### config.mk
export PLATFORM = sky130hd
export DESIGN_NAME = load_store_unit
export DESIGN_NICKNAME = d
export VERILOG_FILES = /design/src/rtl/load_store_unit.sv
export SDC_FILE = /design/constraint.sdc
export NUM_CORES = 1
export LEC_CHECK = 0
export ABC_AREA = 1
export CAP_MARGIN = 20
export CORE_UTILIZATION = 30
export CTS_CLUSTER_SIZE = 30
export DETAILED_ROUTE_END_ITERATION = 8
export MAX_ROUTING_LAYER = met4
export PLACE_DENSITY = 0.67
export SLEW_MARGIN = 20
export SYNTH_ARGS = -nofsm -noshare
export SYNTH_HDL_FRONTEND = slang
export SYNTH_SLANG_ARGS = --single-unit
### constraint.sdc
create_clock -name CLK -period 1.2 [get_ports CLK]
set_input_delay 0.3 -clock CLK [delete_from_list [all_inputs] [get_ports CLK]]
set_output_delay 0.3 -clock CLK [all_outputs]
set_load 0.1 [all_outputs]
### src/rtl/load_store_unit.sv
// load_store_unit: bridges a core load/store request onto a byte-enabled,
// word-organised data memory. It checks funct3 legality and alignment,
// steers store data onto the byte lanes, and extends load data. Each request
// produces a one-cycle registered response pulse.
//
// Ports
//   CLK, RESET_N              clock (rising edge), async active-low reset
//   req_valid/req_ready       request handshake (ready only while idle)
//   req_we, req_funct3        store/load select, RV32I load/store funct3
//   req_addr, req_wdata       byte address, right-aligned store data
//   mem_addr, mem_wd, mem_we  word address, lane-replicated data, byte enables
//   mem_rd                    combinational read word from memory
//   resp_valid/rdata/err      response pulse, extended load data, error flag
module load_store_unit (
  input  logic        CLK,
  input  logic        RESET_N,
  input  logic        req_valid,
  output logic        req_ready,
  input  logic        req_we,
  input  logic [2:0]  req_funct3,
  input  logic [31:0] req_addr,
  input  logic [31:0] req_wdata,
  output logic [31:0] mem_addr,
  output logic [31:0] mem_wd,
  output logic [3:0]  mem_we,
  input  logic [31:0] mem_rd,
  output logic        resp_valid,
  output logic [31:0] resp_rdata,
  output logic        resp_err
);

  localparam int unsigned XLEN   = 32;
  localparam int unsigned HALF_W = 16;
  localparam int unsigned LANES  = 4;

  typedef enum logic [1:0] {
    S_IDLE   = 2'd0,
    S_ACCESS = 2'd1,
    S_DONE   = 2'd2
  } state_t;

  state_t state_q, state_d;

  // latched request fields needed after the accept edge
  logic       we_q;
  logic [2:0] f3_q;
  logic [1:0] off_q;

  logic             legal_c, aligned_c, ok_c;
  logic [LANES-1:0] mask_c;
  logic [XLEN-1:0]  wd_c;
  logic [HALF_W-1:0] shifted_c;
  logic [XLEN-1:0]  ext_c;

  // next values of the registered outputs
  logic             req_ready_d, resp_valid_d, resp_err_d;
  logic [XLEN-1:0]  resp_rdata_d, mem_addr_d, mem_wd_d;
  logic [LANES-1:0] mem_we_d;

  // Request decode: legality, alignment, byte-lane mask and replicated data.
  always_comb begin
    legal_c   = 1'b0;
    aligned_c = 1'b1;
    mask_c    = 4'b1111;
    wd_c      = req_wdata;
    case (req_funct3)
      3'b000, 3'b001, 3'b010: legal_c = 1'b1;
      3'b100, 3'b101:         legal_c = ~req_we;
      default:                legal_c = 1'b0;
    endcase
    case (req_funct3[1:0])
      2'b00: begin
        mask_c = 4'(4'b0001 << req_addr[1:0]);
        wd_c   = {4{req_wdata[7:0]}};
      end
      2'b01: begin
        aligned_c = ~req_addr[0];
        mask_c    = 4'(4'b0011 << req_addr[1:0]);
        wd_c      = {2{req_wdata[15:0]}};
      end
      default: aligned_c = (req_addr[1:0] == 2'b00);
    endcase
    ok_c = legal_c & aligned_c;
  end

  // Load extract: bring the addressed byte/halfword down to bit 0, then extend.
  always_comb begin
    shifted_c = HALF_W'(mem_rd >> {off_q, 3'b000});
    case (f3_q)
      3'b000:  ext_c = {{24{shifted_c[7]}}, shifted_c[7:0]};
      3'b001:  ext_c = {{16{shifted_c[15]}}, shifted_c};
      3'b100:  ext_c = {24'd0, shifted_c[7:0]};
      3'b101:  ext_c = {16'd0, shifted_c};
      default: ext_c = mem_rd;
    endcase
  end

  // State register.
  always_ff @(posedge CLK or negedge RESET_N) begin
    if (!RESET_N) state_q <= S_IDLE;
    else          state_q <= state_d;
  end

  // Next-state logic; errors skip ACCESS.
  always_comb begin
    state_d = state_q;
    case (state_q)
      S_IDLE:   if (req_valid) state_d = ok_c ? S_ACCESS : S_DONE;
      S_ACCESS: state_d = S_DONE;
      S_DONE:   state_d = S_IDLE;
      default:  state_d = S_IDLE;
    endcase
  end

  // Output logic: next values for the registered outputs.
  always_comb begin
    req_ready_d  = (state_d == S_IDLE);
    resp_valid_d = 1'b0;
    resp_err_d   = resp_err;
    resp_rdata_d = resp_rdata;
    mem_we_d     = 4'b0000;
    mem_addr_d   = mem_addr;
    mem_wd_d     = mem_wd;
    case (state_q)
      S_IDLE: begin
        if (req_valid) begin
          mem_addr_d = {req_addr[31:2], 2'b00};
          mem_wd_d   = wd_c;
          if (ok_c) begin
            if (req_we) mem_we_d = mask_c;
          end else begin
            resp_valid_d = 1'b1;
            resp_err_d   = 1'b1;
            resp_rdata_d = '0;
          end
        end
      end
      S_ACCESS: begin
        resp_valid_d = 1'b1;
        resp_err_d   = 1'b0;
        resp_rdata_d = we_q ? '0 : ext_c;
      end
      default: ;
    endcase
  end

  // Output and request-latch registers; reset drops any write in flight.
  always_ff @(posedge CLK or negedge RESET_N) begin
    if (!RESET_N) begin
      req_ready  <= 1'b1;
      resp_valid <= 1'b0;
      resp_err   <= 1'b0;
      resp_rdata <= '0;
      mem_we     <= '0;
      mem_addr   <= '0;
      mem_wd     <= '0;
      we_q       <= 1'b0;
      f3_q       <= '0;
      off_q      <= '0;
    end else begin
      req_ready  <= req_ready_d;
      resp_valid <= resp_valid_d;
      resp_err   <= resp_err_d;
      resp_rdata <= resp_rdata_d;
      mem_we     <= mem_we_d;
      mem_addr   <= mem_addr_d;
      mem_wd     <= mem_wd_d;
      if (state_q == S_IDLE && req_valid) begin
        we_q  <= req_we;
        f3_q  <= req_funct3;
        off_q <= req_addr[1:0];
      end
    end
  end

endmodule

==> results.txt <==
- Excluding fillers, the count of instances in the completed layout stands at 1200.
* Number of clock sinks: 109
- Entering global routing, the biggest net connects 36 pins.
- The run finished, with violations left.
* Met1 GRT Util: 26.27%
- At the worst endpoint, the required time is 0.90 ns.
- The number of antenna violations at the first check in global routing came to 0.
- Warning count from the yosys run: 0
- IO buf count: 203
- The final reports fail on negative setup slack.
- Library cells used by synthesis: 28
- STA classifies the critical path endpoint as a primary output.
- Switching power of the nets: 10.49 mW
- Number of vias per cell: 4.843
* Row Count: 48
- Before antenna repair, the detailed router went through 5 iterations.
- Maximum single-stage delay on the critical path: 0.55 ns
- Final GP Congestion: 0.9543
- Crit path setup slack, layout: -0.1834 ns
- Startpoint-to-endpoint class of the critical path: reg -> out
- The repair_antennas step left the layout with diodes totalling 0.
- The share of total power dissipated in combinational logic is 61.2%.
- Along the worst path, the maximum fanout reaches 1.
- Overall routed net length: 19210 um
- Fraction of met2 tracks used by global routing: 36.13%
- The first global-routing pass estimated 29970 um of wire.
- For this run, the total global-route usage over all layers was measured as 21.93%.
* Pins Over Slew Limit: 0
- Die ar.: 18040 um^2
- Maximum vdd drop: 1552 uV
- CTS H-Tree Depth: 3
* Total core area: 17180 um^2
- CTS tree: built
- Clock root buffer: sky130_fd_sc_hd__clkbuf_16
* Mean cell area of the mapped netlist: 7.780 um^2
* Net Sw Frac: 48.81%
* Area overhead of the layout relative to synthesis: 102.2%
- Maximum clock path buffer count: 2
- Layout cell share with drive strength beyond 1: 40.41%
* Max-Cap Viols: 0
- Total CTS buffers: 9
* Placed cell count: 1119
* Boundary Pins: 206
* Clock-pin slew reported for the worst setup and hold paths after clock tree synthesis: 0.08 ns
- Data arrives at the worst endpoint at 1.08 ns.
* Critical Path Start Type: flop
- The number of hold-slack violations in the final timing report came to 0.
- Netlist area before placement: 5251 um^2
- Global route hottest layer: met2
* Overflow left after global routing: 0
* Die boundary width: 134.3 um
* Worst R2R Setup Slack: -0.18 ns
* Number of cells produced by synthesis: 675
- # setup viols final: 202
- Path class of the lowest-slack min-delay path: in -> async
- Fin crit period: 1.383 ns
* Detailed Route Iter0 Violations: 370
* Critical path buffers and inverters: 1
- In the final routed layout, each cell accounts on average for 16.01 um.
- In this run the vertical extent of the chip is 134.3 um.
- On the final layout, the worst clock skew is 0.004923 ns.
* Slowest stage cell, crit path: sky130_fd_sc_hd__dfstp_2
* Sequential fraction of design power: 24.9%
- #FFs+latches synth: 109
- Final period utilization: 115.3%
- Met3 usage in global routing: 4.460%
* Initial standard-cell utilization of the core: 30.57%
* Final core utilization: 61.82%
- Once detail routing completed, the nets flagged for antenna violations numbered 0.
- Cell internal power was estimated by the tool at 11.00 mW.
- Static timing analysis puts the maximum clock frequency at 722.9 MHz.
* Vias in the first global route: 5902
- Clock latency on the worst-skew pair, taken at its later pin, is 0.36 ns.
- Setup repair after global routing could not meet its margin everywhere.
* Total number of vias: 5812
* Ordered list of cells on the worst path: buf_12
- Summed over all cells, the static leakage comes to 5.175 nW.
- DRC: 0
- Filler Cells Inserted: 1390
* Hpwl dp: 12650 um
- Pwr/cell area: 2023 nW/um^2
* Layout Nets: 1073
- Clock Power Share: 13.8%
- The share of the Yosys chip area taken by registers is 51.97%.
- Kind of cell adding the most delay to the critical path: flip-flops
flip-flops by register name, indices dropped and copies added, names as in the netlist:
register    cells
mem_addr       30
f3_q            3
state_q         2
resp_err        1
mem_we          4
resp_valid      1
resp_rdata     32
off_q           2
we_q            1
mem_wd         32
req_ready       1
Yosys cell counts:
| library cell | count | area [um^2] |
|---|---|---|
| sky130_fd_sc_hd__nor2_2 | 1 | 6.260 |
| sky130_fd_sc_hd__clkbuf_1 | 19 | 71.32 |
| sky130_fd_sc_hd__inv_2 | 3 | 11.26 |
| sky130_fd_sc_hd__conb_1 | 1 | 3.750 |
| sky130_fd_sc_hd__nand4_1 | 1 | 6.260 |
| sky130_fd_sc_hd__buf_1 | 1 | 3.750 |
| sky130_fd_sc_hd__nand3_2 | 3 | 30.03 |
| sky130_fd_sc_hd__o21ai_1 | 6 | 30.03 |
| sky130_fd_sc_hd__buf_2 | 14 | 70.07 |
| sky130_fd_sc_hd__buf_6 | 5 | 56.30 |
| sky130_fd_sc_hd__nand3_4 | 2 | 35.03 |
| sky130_fd_sc_hd__nor2_4 | 1 | 11.26 |
| sky130_fd_sc_hd__buf_4 | 5 | 37.54 |
| sky130_fd_sc_hd__nand3_1 | 74 | 370.4 |
| sky130_fd_sc_hd__nand2_2 | 3 | 18.77 |
| sky130_fd_sc_hd__inv_1 | 33 | 123.9 |
| sky130_fd_sc_hd__or2_2 | 1 | 6.260 |
| sky130_fd_sc_hd__o211ai_1 | 9 | 67.56 |
| sky130_fd_sc_hd__dfrtp_1 | 108 | 2703 |
| sky130_fd_sc_hd__nand2_1 | 246 | 923.4 |
| sky130_fd_sc_hd__clkinv_1 | 1 | 3.750 |
| sky130_fd_sc_hd__nor2_1 | 52 | 195.2 |
| sky130_fd_sc_hd__a21oi_1 | 44 | 220.2 |
| sky130_fd_sc_hd__dfstp_2 | 1 | 26.28 |
| sky130_fd_sc_hd__nor3_4 | 1 | 16.27 |
| sky130_fd_sc_hd__o21bai_1 | 1 | 7.510 |
| sky130_fd_sc_hd__inv_4 | 1 | 6.260 |
| sky130_fd_sc_hd__o21ai_0 | 38 | 190.2 |
what timing repair did:
action	in CTS	in global routing
hold buffers	1	0
hold endpoints to repair	7	0
gates resized for setup	145	103
cloned	12	2
pin swaps	43	41
buffers inserted	28	31
endpoints found under the setup margin	207	210
metrics by stage:
stage | worst slack [ns] | TNS [ns] | power, mW | instance area (um^2) | hold WS, ns
floorplan | -0.04503 | -0.4585 | 12.03 | 5273 | 0.004409
global placement | -0.4572 | -36.52 | 16.85 | 8962 | 0.1699
detailed placement | -0.5527 | -39.10 | 16.94 | 8962 | 0.1658
CTS | -0.2018 | -16.57 | 21.03 | 10180 | 0.3243
global route | -0.2982 | -24.76 | 22.29 | 10620 | 0.3505
finish | -0.1834 | -15.78 | 21.48 | 10620 | 0.3454
kinds of logic after synthesis:
kind of cell    share of synthesized area, %
flops                                  51.97
simple gates                           30.83
compound gates                         9.816
other cells                          0.07141
buf+inv                                7.315
power groups by stage:
stage               Clock, mW  Sequential (mW)  Combinational [mW]
floorplan                   0             10.2                1.86
detailed placement          0             5.38                11.6
finish                   2.97             5.36                13.2
global route             3.19             5.45                13.6
CTS                      3.03             5.34                12.7
global placement            0             5.37                11.5
placed cells by master (no fill, tap or decap), types with 7 or more instances in the layout:
cell type / netlist / layout
sky130_fd_sc_hd__nand3_2: 3 / 16
sky130_fd_sc_hd__nand2_4: 0 / 19
sky130_fd_sc_hd__buf_12: 0 / 121
sky130_fd_sc_hd__nand2_1: 246 / 159
sky130_fd_sc_hd__buf_4: 5 / 75
sky130_fd_sc_hd__nand3_1: 74 / 59
sky130_fd_sc_hd__o211ai_1: 9 / 9
sky130_fd_sc_hd__nor2_1: 52 / 41
sky130_fd_sc_hd__dfrtp_2: 0 / 8
sky130_fd_sc_hd__a21oi_1: 44 / 39
sky130_fd_sc_hd__nand2_2: 3 / 70
sky130_fd_sc_hd__o21ai_1: 6 / 35
sky130_fd_sc_hd__clkbuf_16: 0 / 11
sky130_fd_sc_hd__o21ai_2: 0 / 7
sky130_fd_sc_hd__nor2_4: 1 / 7
sky130_fd_sc_hd__buf_6: 5 / 14
sky130_fd_sc_hd__dfrtp_1: 108 / 100
sky130_fd_sc_hd__inv_1: 33 / 31
sky130_fd_sc_hd__clkdlybuf4s50_1: 0 / 96
per-layer routing:
| metal | up-vias | part of all wire, % |
|---|---|---|
| met5 | - | 0 |
| met4 | 0 | 3.2 |
| met3 | 46 | 6.9 |
| met2 | 250 | 50 |
| met1 | 2761 | 40 |
| li1 | 2755 | - |
cell type report:
| type | count | area (um^2) | share of cell area, % |
|---|---|---|---|
| Timing Repair Buffer | 326 | 4471 | 42.10 |
| Sequential cell | 109 | 2739 | 25.79 |
| Multi-Input combinational cell | 486 | 2679 | 25.23 |
| Tap cell | 225 | 281.5 | 2.651 |
| Clock buffer | 9 | 225.2 | 2.121 |
| Inverter | 38 | 165.2 | 1.555 |
| Clock inverter | 7 | 58.81 | 0.5538 |
final timing paths:
kind	from	depth (start not counted)	to
worst max-delay path	req_ready	1	req_ready
worst max register to register	off_q[0]	9	resp_rdata[8]
worst min-delay path	RESET_N	2	mem_wd[8]
worst min register to register	we_q	2	we_q
max in group asynchronous	RESET_N	3	req_ready
min in group CLK	req_funct3[2]	4	f3_q[2]
No activity file was read; power rests on OpenSTA's default activity.
